[src/rtl/frame_reader_pkg.sv]
// Shared types for the frame read path: FSM encoding, RGB pixel and output FIFO entry.
package frame_reader_pkg;

    localparam logic [1:0] ST_IDLE   = 2'd0;
    localparam logic [1:0] ST_LOAD   = 2'd1;
    localparam logic [1:0] ST_STREAM = 2'd2;
    localparam logic [1:0] ST_DONE   = 2'd3;

    typedef struct packed {
        logic [9:0] r;
        logic [9:0] g;
        logic [9:0] b;
    } rgb_t;

    // 58-bit output FIFO entry: colour plus the coordinates it was captured at
    typedef struct packed {
        rgb_t        rgb;
        logic [11:0] x;
        logic [15:0] y;
    } px_t;

    // side1 = {G[9:5], B}, side2 = {G[4:0], R}; bit 15 never reaches here
    function automatic rgb_t unpack(input logic [14:0] s1, input logic [14:0] s2);
        rgb_t p;
        p.r = s2[9:0];
        p.g = {s1[14:10], s2[14:10]};
        p.b = s1[9:0];
        return p;
    endfunction

endpackage

[src/rtl/frame_reader_px_out_fifo.sv]
// Three-entry pixel buffer between the SDRAM read FIFOs and the downstream stream.
module px_out_fifo
    import frame_reader_pkg::*;
(
    input  logic       clk,
    input  logic       rst_n,
    input  logic       flush,
    input  logic       push,
    input  px_t        din,
    output logic       valid,
    input  logic       ready,
    output px_t        dout,
    output logic [1:0] count
);

    px_t        mem [3];
    logic [1:0] wr_ptr;
    logic [1:0] rd_ptr;
    logic       pop;

    function automatic logic [1:0] inc(input logic [1:0] p);
        return (p == 2'd2) ? 2'd0 : p + 2'd1;
    endfunction

    assign valid = (count != 2'd0);
    assign pop   = valid && ready;
    assign dout  = mem[rd_ptr];

    always_ff @(posedge clk) begin
        if (!rst_n) begin
            for (int i = 0; i < 3; i++) mem[i] <= '0;
            wr_ptr <= '0;
            rd_ptr <= '0;
            count  <= '0;
        end else if (flush) begin
            wr_ptr <= '0;
            rd_ptr <= '0;
            count  <= '0;
        end else begin
            if (push) begin
                mem[wr_ptr] <= din;
                wr_ptr      <= inc(wr_ptr);
            end
            if (pop) rd_ptr <= inc(rd_ptr);
            count <= count + {1'b0, push} - {1'b0, pop};
        end
    end

endmodule

[src/rtl/frame_reader.sv]
// Drains both SDRAM read FIFO sides for one frame and streams rebuilt RGB pixels with x/y.
module frame_reader
    import frame_reader_pkg::*;
#(
    parameter int          H_ACTIVE    = 160,
    parameter int          V_ACTIVE    = 120,
    parameter logic [15:0] BASE1       = 16'h0000,
    parameter logic [15:0] BASE2       = 16'h8000,
    parameter logic [7:0]  BURST_LEN   = 8'd128,
    parameter int          LOAD_CYCLES = 4
) (
    input  logic        clk,
    input  logic        rst_n,
    input  logic        start,
    input  logic [15:0] RD1_DATA,
    input  logic        RD1_EMPTY,
    output logic        RD1,
    output logic [15:0] RD1_ADDR,
    output logic [15:0] RD1_MAX_ADDR,
    output logic [7:0]  RD1_LENGTH,
    output logic        RD1_LOAD,
    input  logic [15:0] RD2_DATA,
    input  logic        RD2_EMPTY,
    output logic        RD2,
    output logic [15:0] RD2_ADDR,
    output logic [15:0] RD2_MAX_ADDR,
    output logic [7:0]  RD2_LENGTH,
    output logic        RD2_LOAD,
    output logic        px_valid,
    input  logic        px_ready,
    output logic [9:0]  px_r,
    output logic [9:0]  px_g,
    output logic [9:0]  px_b,
    output logic [11:0] px_x,
    output logic [15:0] px_y,
    output logic        px_sof,
    output logic        px_eol,
    output logic        frame_done,
    output logic        busy
);

    localparam int TOTAL = H_ACTIVE * V_ACTIVE;

    logic [1:0]  state;
    logic [7:0]  load_cnt;
    logic [15:0] pops;
    logic [15:0] accepted;
    logic        inflight;
    logic [11:0] wx;
    logic [15:0] wy;
    logic [1:0]  buf_count;
    logic        pop_ok;
    logic        xfer;
    px_t         din;
    px_t         head;
    logic        unused_msb;

    assign RD1_ADDR     = BASE1;
    assign RD2_ADDR     = BASE2;
    assign RD1_MAX_ADDR = BASE1 + 16'(TOTAL);
    assign RD2_MAX_ADDR = BASE2 + 16'(TOTAL);
    assign RD1_LENGTH   = BURST_LEN;
    assign RD2_LENGTH   = BURST_LEN;

    // Both sides pop together; at most 3 pixels buffered or in flight after a pop
    assign pop_ok = (state == ST_STREAM) && !RD1_EMPTY && !RD2_EMPTY &&
                    (pops < 16'(TOTAL)) &&
                    (({1'b0, buf_count} + {2'b0, inflight}) <= 3'd2);
    assign RD1 = pop_ok;
    assign RD2 = pop_ok;

    assign RD1_LOAD   = (state == ST_LOAD);
    assign RD2_LOAD   = (state == ST_LOAD);
    assign frame_done = (state == ST_DONE);
    assign busy       = (state != ST_IDLE);

    assign din        = '{rgb: unpack(RD1_DATA[14:0], RD2_DATA[14:0]), x: wx, y: wy};
    assign unused_msb = RD1_DATA[15] ^ RD2_DATA[15];
    assign xfer       = px_valid && px_ready;

    px_out_fifo u_fifo (
        .clk   (clk),
        .rst_n (rst_n),
        .flush (state == ST_LOAD),
        .push  (inflight),
        .din   (din),
        .valid (px_valid),
        .ready (px_ready),
        .dout  (head),
        .count (buf_count)
    );

    assign px_r   = head.rgb.r;
    assign px_g   = head.rgb.g;
    assign px_b   = head.rgb.b;
    assign px_x   = head.x;
    assign px_y   = head.y;
    assign px_sof = px_valid && (head.x == 12'd0) && (head.y == 16'd0);
    assign px_eol = px_valid && (head.x == 12'(H_ACTIVE - 1));

    always_ff @(posedge clk) begin
        if (!rst_n) begin
            state    <= ST_IDLE;
            load_cnt <= '0;
            pops     <= '0;
            accepted <= '0;
            inflight <= 1'b0;
            wx       <= '0;
            wy       <= '0;
        end else begin
            inflight <= pop_ok;
            if (pop_ok) pops <= pops + 16'd1;
            // Coordinates are stamped on each captured word, in pop order
            if (inflight) begin
                if (wx == 12'(H_ACTIVE - 1)) begin
                    wx <= '0;
                    wy <= wy + 16'd1;
                end else begin
                    wx <= wx + 12'd1;
                end
            end
            case (state)
                ST_IDLE: if (start) begin
                    state    <= ST_LOAD;
                    load_cnt <= '0;
                    pops     <= '0;
                    accepted <= '0;
                    wx       <= '0;
                    wy       <= '0;
                end
                ST_LOAD: begin
                    if (load_cnt == 8'(LOAD_CYCLES - 1)) state <= ST_STREAM;
                    else load_cnt <= load_cnt + 8'd1;
                end
                ST_STREAM: if (xfer) begin
                    accepted <= accepted + 16'd1;
                    if (accepted == 16'(TOTAL - 1)) state <= ST_DONE;
                end
                default: state <= ST_IDLE;
            endcase
        end
    end

endmodule
[config.mk]
export PLATFORM = sky130hd
export DESIGN_NAME = frame_reader
export DESIGN_NICKNAME = d
export VERILOG_FILES = /design/src/rtl/frame_reader_pkg.sv /design/src/rtl/frame_reader_px_out_fifo.sv /design/src/rtl/frame_reader.sv
export SDC_FILE = /design/constraint.sdc
export NUM_CORES = 1
export LEC_CHECK = 0
export ABC_AREA = 1
export CAP_MARGIN = 0
export CORE_MARGIN = 1
export CORE_UTILIZATION = 51
export DETAILED_ROUTE_END_ITERATION = 8
export PLACE_DENSITY = 0.82
export SLEW_MARGIN = 20
export SYNTH_ARGS = -nofsm -noshare
export SYNTH_HDL_FRONTEND = slang
export SYNTH_HIERARCHICAL = 1
export SYNTH_SLANG_ARGS = --single-unit
[constraint.sdc]
create_clock -name clk -period 3.9 [get_ports clk]
set_input_delay 0.39 -clock clk [delete_from_list [all_inputs] [get_ports clk]]
set_output_delay 0.39 -clock clk [all_outputs]
set_load 0.01 [all_outputs]
Yosys cells after proc, flatten, opt, wreduce, memory -nomap -nowiden. Memory sizes are Yosys's and may differ from the RTL's. A register that Yosys moved wholly into a read port is not among the register bits. Cells that the tools add are included.

Bits in registers: 77. Memory bits (writable): 174. Bits of input ports: 38. Output and inout bits: 147. Memories kept: 1.

Memory list: u_fifo.mem (depth 3, bits a word 58, read ports 1, clocked after memory_dff 1, write ports 3, line frame_reader_px_out_fifo.sv:16) `px_t mem [3];`.

$add $sub $neg: 10. Magnitude comparators: 2. Equal/unequal tests: 14. Muxes and demuxes: 34. Bitwise logic cells: 1. Reduce and logical (&&, ||, !) cells: 22.

Operator list (number): $mux 16 (9); $mux 58 (1); $reduce_or 58->1 (1); $add 16x1->16 const B (3); $mux 12 (4); $pmux 16 s2 (1); $eq 12x8->1 const B (2); $mux 2 (9); $eq 16x15->1 const B (1); $logic_not 16->1 (1); $lt 16x15->1 const B (1); $mux 8 (2); $pmux 8 s2 (1); $add 12x1->12 const B (1); $logic_not 12->1 (1); $add 8x1->8 const B (1); $eq 2x2->1 const B (4); $eq 8x2->1 const B (1); $logic_and 1x1->1 (8); $reduce_bool 2->1 (4); $mux 1 (6); $ne 2x1->1 const B (3); $pmux 2 s3 (1); $reduce_and 3->1 (2); other kinds (12) (15).

Longest topological paths before layout. Gate-level depths: netlist (run 1).

Depth after elaboration: 8. Depth in mapped cells: 12. Depth with buffers taken out: 12.

Hierarchy. The synthesis (run 1) kept the hierarchy.

Modules (own cells, without submodules): px_out_fifo (instances 1, cells each 980, area each 10447.5 um^2); frame_reader (instances 1, cells each 679, area each 4531.8 um^2).

Worst setup path after synthesis (run 1). No wires, ideal clock.

Kind: reg2reg. Start point: register state[1]. End point: memory u_fifo/mem[3][0] (netlist bit), enable pin. Arrival time: 3457 ps. Slack: -32 ps. Stages on the path, launching flop included: 8. Buffers on the path: 0. Path through: dfxtp_1 > inv_1 > ha_1 > inv_1 > nand2_2 > nor2_4 > nand2_1 > nor2_1.

RTL lines: start, declared (line frame_reader.sv:44) `logic [1:0] state;`; start signal, assigned (line frame_reader.sv:103) `state <= ST_IDLE;`; start signal, assigned (line frame_reader.sv:124) `state <= ST_LOAD;`; start signal, assigned (line frame_reader.sv:132) `if (load_cnt == 8'(LOAD_CYCLES - 1)) state <= ST_STREAM;`; end, declared (line frame_reader_px_out_fifo.sv:16).

==> flow_metrics.py, run 1 <==
metrics = {
    "sta": {
        "final_min_period_over_clock_period": 0.917,
        "final-max-slew-violation-count": 0,
        "slew-limit-headroom": 0.336,
        "setup-violations-final": 0,
        "period_needed_ns": 3.58,
        "final.setup_skew_ns": 0.0128,
        "max_clock_freq_ghz": 0.280,
        "tightest_slew_ns": 0.996,
        "final.setup.tns_ns": 0,
        "report.final.hold_viol_count": 0,
        "grt_setup_unrepaired": "false",
    },
    "layout": {
        "multi_input_combinational_cell_area_um2": 4810,
        "finalNetCount": 1793,
        "antenna-diode-count": 0,
        "num-fill-cells": 2355,
        "area.growth.synth_to_final_pct": 14.5,
        "seqCellArea_um2": 8560,
        "share_of_cells_above_drive_strength_1": 0.0611,
        "fin_util": 0.596,
    },
    "placed_design": {
        "finalWeightedCongestion": 0.864,
        "hpwl_um": 18800,
        "io_buffers": 102,
    },
    "drt": {
        "detailroute.via_count": 11000,
        "wirelength_routed_um": 31400,
        "detailedRoute.firstIterationViolations": 878,
        "vias_per_cell": 5.11,
        "drt.antenna.violating_nets": 0,
        "drt_drc_violations_left": 0,
        "detail_route.wl_per_cell_um": 14.6,
        "first_pass_iters": 5,
    },
    "clock_network": {
        "tritoncts_clock_tree": "yes",
        "cts_made_buffers": 34,
        "cts.sink_count": 311,
        "cts.path.max_buffers": 3,
        "htree_levels": 2,
        "clk_latency_ns": 0.51,
        "clkSlewWorstSetupHoldPaths_ns": 0.06,
        "ctsRootBufferMaster": "sky130_fd_sc_hd__clkbuf_16",
    },
    "grt": {
        "grt_pass1_wl_um": 50700,
        "track_usage": 0.208,
        "grt_overflow": 0,
        "antenna_violations_before_repair": 0,
        "first_global_vias": 10700,
        "grt_start_max_net_pins": 79,
    },
    "synth": {
        "synth_ff_type": "sky130_fd_sc_hd__edfxtp_1",
        "yosys.area.top_type": "sky130_fd_sc_hd__edfxtp_1",
        "syn_avg_cell_area_um2": 9.03,
        "async_flop_share": 0,
        "synth_sequential_area_ratio": 0.571,
        "synthesis.yosys.warnings": 6,
        "number_of_flops_mapped_to_enable_cells_by_yosys": 232,
        "postSynthCellCount": 1659,
        "synth_top_cells_by_area": "sky130_fd_sc_hd__edfxtp_1, sky130_fd_sc_hd__dfxtp_1, sky130_fd_sc_hd__nor2_1",
        "post_synth_num_cell_types": 40,
        "synth_top_cell_area_share": 0.465,
        "syn_area_um2": 15000,
        "synth-seq-cells": 311,
    },
    "critical_path": {
        "endpoint_kind": "output pin",
        "crit_required_ns": 3.51,
        "start_kind": "register",
        "cp_max_fo": 78,
        "path_class": "register to output pin",
        "cp_data_arrival_time_ns": 3.19,
    },
    "floorplanning": {
        "coreArea_um2": 28800,
        "ios": 185,
        "horizontal_extent_of_the_die_um": 173,
        "vertical_extent_of_the_die_um": 173,
        "die-area_um2": 30100,
        "start_util": 0.520,
        "rows": 62,
    },
    "status": {
        "run_status": "finished, final reports clean",
    },
    "pwr": {
        "power_density_nw_per_um2": 441,
        "power.leakage_nw": 6.63,
        "worst_ir_drop_vdd_mv": 0.372,
    },
    "min_path": {
        "timing.hold.worst.class": "register to register",
    },
    "run": {
        "max_cap_violations": 0,
    },
}
power by group:
| part | leakage, nW | internal (mW) | switching (mW) |
|---|---|---|---|
| sequential | 2.91 | 3.64 | 0.0485 |
| combinational | 3.19 | 0.263 | 0.489 |
| clock | 0.533 | 1.84 | 1.29 |
metal layers:
metal,track usage,up-vias,routed length (um)
li1,-,5386,-
met2,0.382,345,16300
met1,0.248,5228,12700
met3,0.0325,47,1770
met4,0.0660,0,623
met5,0,-,0
cells by family (layout without fill, tap and decap cells):
family	Yosys count	count (layout)	synth area share
other	2	80	0.000501
DFF	311	311	0.571
and+or+nand+nor	674	674	0.190
AOI/OAI and AO/OA	229	229	0.0885
adders and majority gates	13	13	0.0109
xor gates and xnor gates	18	18	0.0105
buffers and inverters	412	443	0.129
critical path, stage by stage, from the launching register on:
cell	delay [ns]
sky130_fd_sc_hd__dfxtp_4	0.75
sky130_fd_sc_hd__buf_12	0.35
sky130_fd_sc_hd__a21oi_1	0.10
sky130_fd_sc_hd__o21ai_0	0.09
sky130_fd_sc_hd__nand2_1	0.12
sky130_fd_sc_hd__nor4_1	0.37
sky130_fd_sc_hd__nand4_1	0.16
sky130_fd_sc_hd__nor2_1	0.14
sky130_fd_sc_hd__clkdlybuf4s50_1	0.55
placed cells by master, fill, tap and decap left out, types with 5 or more instances in the layout:
| master | synthesis | final |
|---|---|---|
| sky130_fd_sc_hd__dfxtp_1 | 79 | 77 |
| sky130_fd_sc_hd__nand2_1 | 263 | 260 |
| sky130_fd_sc_hd__nand4_1 | 17 | 17 |
| sky130_fd_sc_hd__inv_1 | 262 | 262 |
| sky130_fd_sc_hd__nor2_4 | 12 | 13 |
| sky130_fd_sc_hd__clkbuf_16 | 0 | 35 |
| sky130_fd_sc_hd__nand3_1 | 59 | 59 |
| sky130_fd_sc_hd__nand2_2 | 6 | 9 |
| sky130_fd_sc_hd__nor2_2 | 5 | 5 |
| sky130_fd_sc_hd__nor3_1 | 13 | 13 |
| sky130_fd_sc_hd__o21ai_0 | 71 | 71 |
| sky130_fd_sc_hd__o211ai_1 | 58 | 58 |
| sky130_fd_sc_hd__clkdlybuf4s50_1 | 0 | 102 |
| sky130_fd_sc_hd__clkbuf_1 | 25 | 7 |
| sky130_fd_sc_hd__nor4_1 | 6 | 6 |
| sky130_fd_sc_hd__buf_4 | 84 | 8 |
| sky130_fd_sc_hd__conb_1 | 2 | 80 |
| sky130_fd_sc_hd__buf_12 | 0 | 6 |
| sky130_fd_sc_hd__ha_1 | 13 | 13 |
| sky130_fd_sc_hd__xor2_1 | 16 | 16 |
| sky130_fd_sc_hd__nor2_1 | 283 | 282 |
| sky130_fd_sc_hd__clkinv_2 | 0 | 6 |
| sky130_fd_sc_hd__edfxtp_1 | 232 | 232 |
| sky130_fd_sc_hd__a21oi_1 | 85 | 85 |
sequential cells by signal, indices dropped and copies added (netlist names), named ones only:
register	count
u_fifo/mem	232
accepted	16
pops	16
wy	16
wx	12
load_cnt	8
state	2
u_fifo/count	2
u_fifo/rd_ptr	2
u_fifo/wr_ptr	2
inflight	1
what timing repair did:
action                     in CTS  in global routing
hold buffers                    0                  0
gates resized for setup         0                  0
setup endpoints to repair       0                  1
buffers inserted                0                  1
final cells by class:
class | instances | share of cell area
clock inverter | 18 | 0.0100
sequential | 311 | 0.499
clock buffer | 44 | 0.0542
tap | 384 | 0.0280
inverter | 265 | 0.0580
timing repair buffer | 116 | 0.0701
multi-input combinational | 1014 | 0.281
worst paths after layout:
kind | start | endpoint | slack, ns | cells after the start
min reg2reg | pops[15] | pops[15] | 0.44 | 2
max | register | px_sof | 0.32 | 8
min | pops[15] | pops[15] | 0.44 | 2
max reg2reg | state[1] | u_fifo/mem[1][41] | 1.64 | 8
stage by stage:
stage | total power [mW] | hold slack (ns) | std cells | worst slack (ns) | instance area, um2
6_report | 7.56 | 0.442 | 2152 | 0.324 | 17100
5_1_grt | 7.85 | 0.457 | 2152 | 0.0516 | 17100
4_1_cts | 7.63 | 0.445 | 2151 | 0.203 | 17100
3_5_place_dp | 4.51 | 0.436 | 2089 | 0.751 | 16000
3_3_place_gp | 4.48 | 0.425 | 2089 | 0.763 | 16000
2_1_floorplan | 4.27 | 0.416 | 1737 | 0.842 | 15300
synthesized netlist by cell type, types with 5 or more instances:
cell and instances:
sky130_fd_sc_hd__buf_2 32, sky130_fd_sc_hd__nor2_2 5, sky130_fd_sc_hd__clkbuf_1 25, sky130_fd_sc_hd__nor4_1 6
sky130_fd_sc_hd__a21oi_1 85, sky130_fd_sc_hd__dfxtp_1 79, sky130_fd_sc_hd__xor2_1 16, sky130_fd_sc_hd__nand2_2 6
sky130_fd_sc_hd__nand4_1 17, sky130_fd_sc_hd__nor3_1 13, sky130_fd_sc_hd__inv_1 262, sky130_fd_sc_hd__edfxtp_1 232
sky130_fd_sc_hd__ha_1 13, sky130_fd_sc_hd__nand2_1 263, sky130_fd_sc_hd__o21ai_0 71, sky130_fd_sc_hd__o211ai_1 58
sky130_fd_sc_hd__buf_4 84, sky130_fd_sc_hd__nand3_1 59, sky130_fd_sc_hd__nor2_1 283, sky130_fd_sc_hd__nor2_4 12
(Power assumes the default switching activity.)
==> run 2: changes to the inputs <==
CORE_UTILIZATION = 56   (was 51)
PLACE_DENSITY = 0.85   (was 0.82)
clock period = 4 ns   (was 3.9 ns; I/O delays follow)
==> run 2 against run 1 <==
  * Cell count decreased by 2.4%
  * Critical path depth unchanged
  * Largest cell class unchanged
  * The run now ends with design-rule violations left
  * Clock skew increased by 0.0085 ns
==> flow_metrics.py, run 2 (synthesis results as in run 1) <==
metrics = {
    "critical_path": {
        "crit_required_ns": 3.60,
        "critical_path.slowest_cell": "sky130_fd_sc_hd__dfxtp_4",
        "timing.reg2reg.setup_slack_ns": 1.76,
        "delay_contributed_by_the_slowest_stage_of_the_critical_path_ns": 0.57,
        "start_kind": "register",
        "cp_max_fo": 90,
        "r2r.worst_path.cells": 8,
        "path_class": "register to output pin",
        "crit_chain": "buf_16, a21oi_1, o21ai_0, nand2_1, nor4_1, nand3_1, nor2_1, clkdlybuf4s50_1",
        "critical_path.reg2reg.startpoint": "state[1]",
        "critical_path.reg2reg.endpoint": "u_fifo/mem[2][3]",
        "cp_data_arrival_time_ns": 3.25,
        "endpoint_kind": "output pin",
    },
    "sta": {
        "slew-limit-headroom": 0.360,
        "max_clock_freq_ghz": 0.274,
        "setup-violations-final": 0,
        "final.setup.tns_ns": 0,
        "final-max-slew-violation-count": 0,
        "tightest_slew_ns": 0.960,
        "grt_setup_unrepaired": "false",
        "final_min_period_over_clock_period": 0.914,
        "period_needed_ns": 3.65,
        "final.setup_skew_ns": 0.0213,
        "report.final.hold_viol_count": 0,
    },
    "placed_design": {
        "finalWeightedCongestion": 0.867,
        "hpwl_um": 18000,
        "placed_area_um2": 16000,
        "io_buffers": 102,
    },
    "min_path": {
        "min_delay_worst_endpoint": "u_fifo/mem[3][45]",
        "hold_path_depth": 1,
        "holdCritStartpoint": "RD1_DATA[12]",
        "timing.hold.worst.class": "input pin to register",
    },
    "layout": {
        "final_design_area_no_fill_um2": 17000,
        "area.growth.synth_to_final_pct": 13.4,
        "seqCellArea_um2": 8560,
        "antenna-diode-count": 0,
        "final_common_cell": "sky130_fd_sc_hd__nor2_1",
        "largest_reg_flops": 232,
        "multi_input_combinational_cell_area_um2": 4810,
        "num-fill-cells": 2006,
        "most-common-layout-cells": "sky130_fd_sc_hd__nor2_1, sky130_fd_sc_hd__inv_1, sky130_fd_sc_hd__nand2_1",
        "max_flop_register": "u_fifo/mem",
        "finalNetCount": 1791,
        "share_of_cells_above_drive_strength_1": 0.0589,
    },
    "pwr": {
        "share_of_power_burned_in_registers": 0.505,
        "power.share.clock": 0.391,
        "swShare": 0.236,
        "netSwitchingPower_mw": 1.68,
        "comb_power_share": 0.104,
        "power_density_nw_per_um2": 419,
        "power.leakage_nw": 6.59,
        "worst_ir_drop_vdd_mv": 0.298,
        "p_int_mw": 5.44,
    },
    "floorplanning": {
        "vertical_extent_of_the_die_um": 166,
        "rows": 59,
        "start_util": 0.573,
        "coreArea_um2": 26100,
        "die-area_um2": 27400,
        "horizontal_extent_of_the_die_um": 166,
        "ios": 185,
    },
    "grt": {
        "track_usage": 0.224,
        "antenna_violations_before_repair": 0,
        "first_global_vias": 10700,
        "grt_overflow": 0,
        "grt_start_max_net_pins": 122,
        "grt_pass1_wl_um": 49100,
    },
    "clock_network": {
        "cts.path.max_buffers": 3,
        "cts.sink_count": 311,
        "cts_resized": 0,
        "htree_levels": 1,
        "cts_made_buffers": 31,
        "ctsRootBufferMaster": "sky130_fd_sc_hd__clkbuf_16",
        "clk_latency_ns": 0.56,
        "clkSlewWorstSetupHoldPaths_ns": 0.06,
        "hold_buffers": 0,
        "postCtsSetupRepairBufs": 0,
        "tritoncts_clock_tree": "yes",
    },
    "drt": {
        "wirelength_routed_um": 30400,
        "detailedRoute.firstIterationViolations": 746,
        "drt.antenna.violating_nets": 0,
        "detail_route.wl_per_cell_um": 14.5,
        "vias_per_cell": 5.21,
        "detailroute.via_count": 10900,
        "drt_drc_violations_left": 26,
        "first_pass_iters": 8,
    },
    "run": {
        "max_cap_violations": 0,
    },
    "status": {
        "violations": "design-rule violations",
        "run_status": "finished, violations left",
    },
}
-- run 2: cell type report --
class	count	share of cell area
clock buffers	51	0.0563
clock inverters	7	0.00258
inverters	265	0.0586
multi-input cells	1014	0.283
flip-flops and latches	311	0.504
well taps	335	0.0247
repair buffers	117	0.0709
-- run 2: how the worst max path moves through the flow --
| stage | start | to | slack (ns) | depth (start not counted) |
|---|---|---|---|---|
| detailed placement | register | px_eol | 0.70 | 7 |
| finish | register | px_eol | 0.35 | 8 |
| floorplan | state[1] | u_fifo/mem[3][0] | 0.07 | 7 |
| global route | register | px_eol | 0.12 | 8 |
| global placement | register | px_sof | 0.79 | 7 |
| CTS | register | px_eol | 0.09 | 7 |
-- run 2: metal layers --
layer	wire length [um]	global-route usage	up-vias	share of wire
li1	-	-	5366	-
met3	1720	0.0290	68	0.057
met4	935	0.0872	0	0.031
met2	15600	0.407	380	0.51
met1	12200	0.266	5128	0.40
met5	0	0	-	0
-- run 2: power groups by stage --
stage	Sequential [mW]	Combinational, mW	Clock [mW]
floorplan	3.65	0.514	0
global placement	3.66	0.711	0
detailed placement	3.67	0.728	0
CTS	3.60	0.734	2.83
global route	3.61	0.822	2.94
finish	3.60	0.738	2.78
-- run 2: worst max-delay path: cells and delay by family (launching register included) --
family	cells	cell delay, ns
buffers and inverters	2	0.89
and+or+nand+nor	4	0.95
AOI/OAI and AO/OA	2	0.25
DFF	1	0.57
-- run 2: through the flow --
stage | hold WS [ns] | std cells | util | setup WS [ns] | total power, mW
final | 0.417 | 2100 | 0.650 | 0.346 | 7.12
after global placement | 0.424 | 2041 | 0.611 | 0.786 | 4.37
after floorplan | 0.416 | 1737 | - | 0.0681 | 4.17
after detailed placement | 0.443 | 2041 | 0.611 | 0.696 | 4.40
after global routing | 0.414 | 2100 | 0.650 | 0.119 | 7.37
after CTS | 0.399 | 2099 | 0.649 | 0.0877 | 7.16
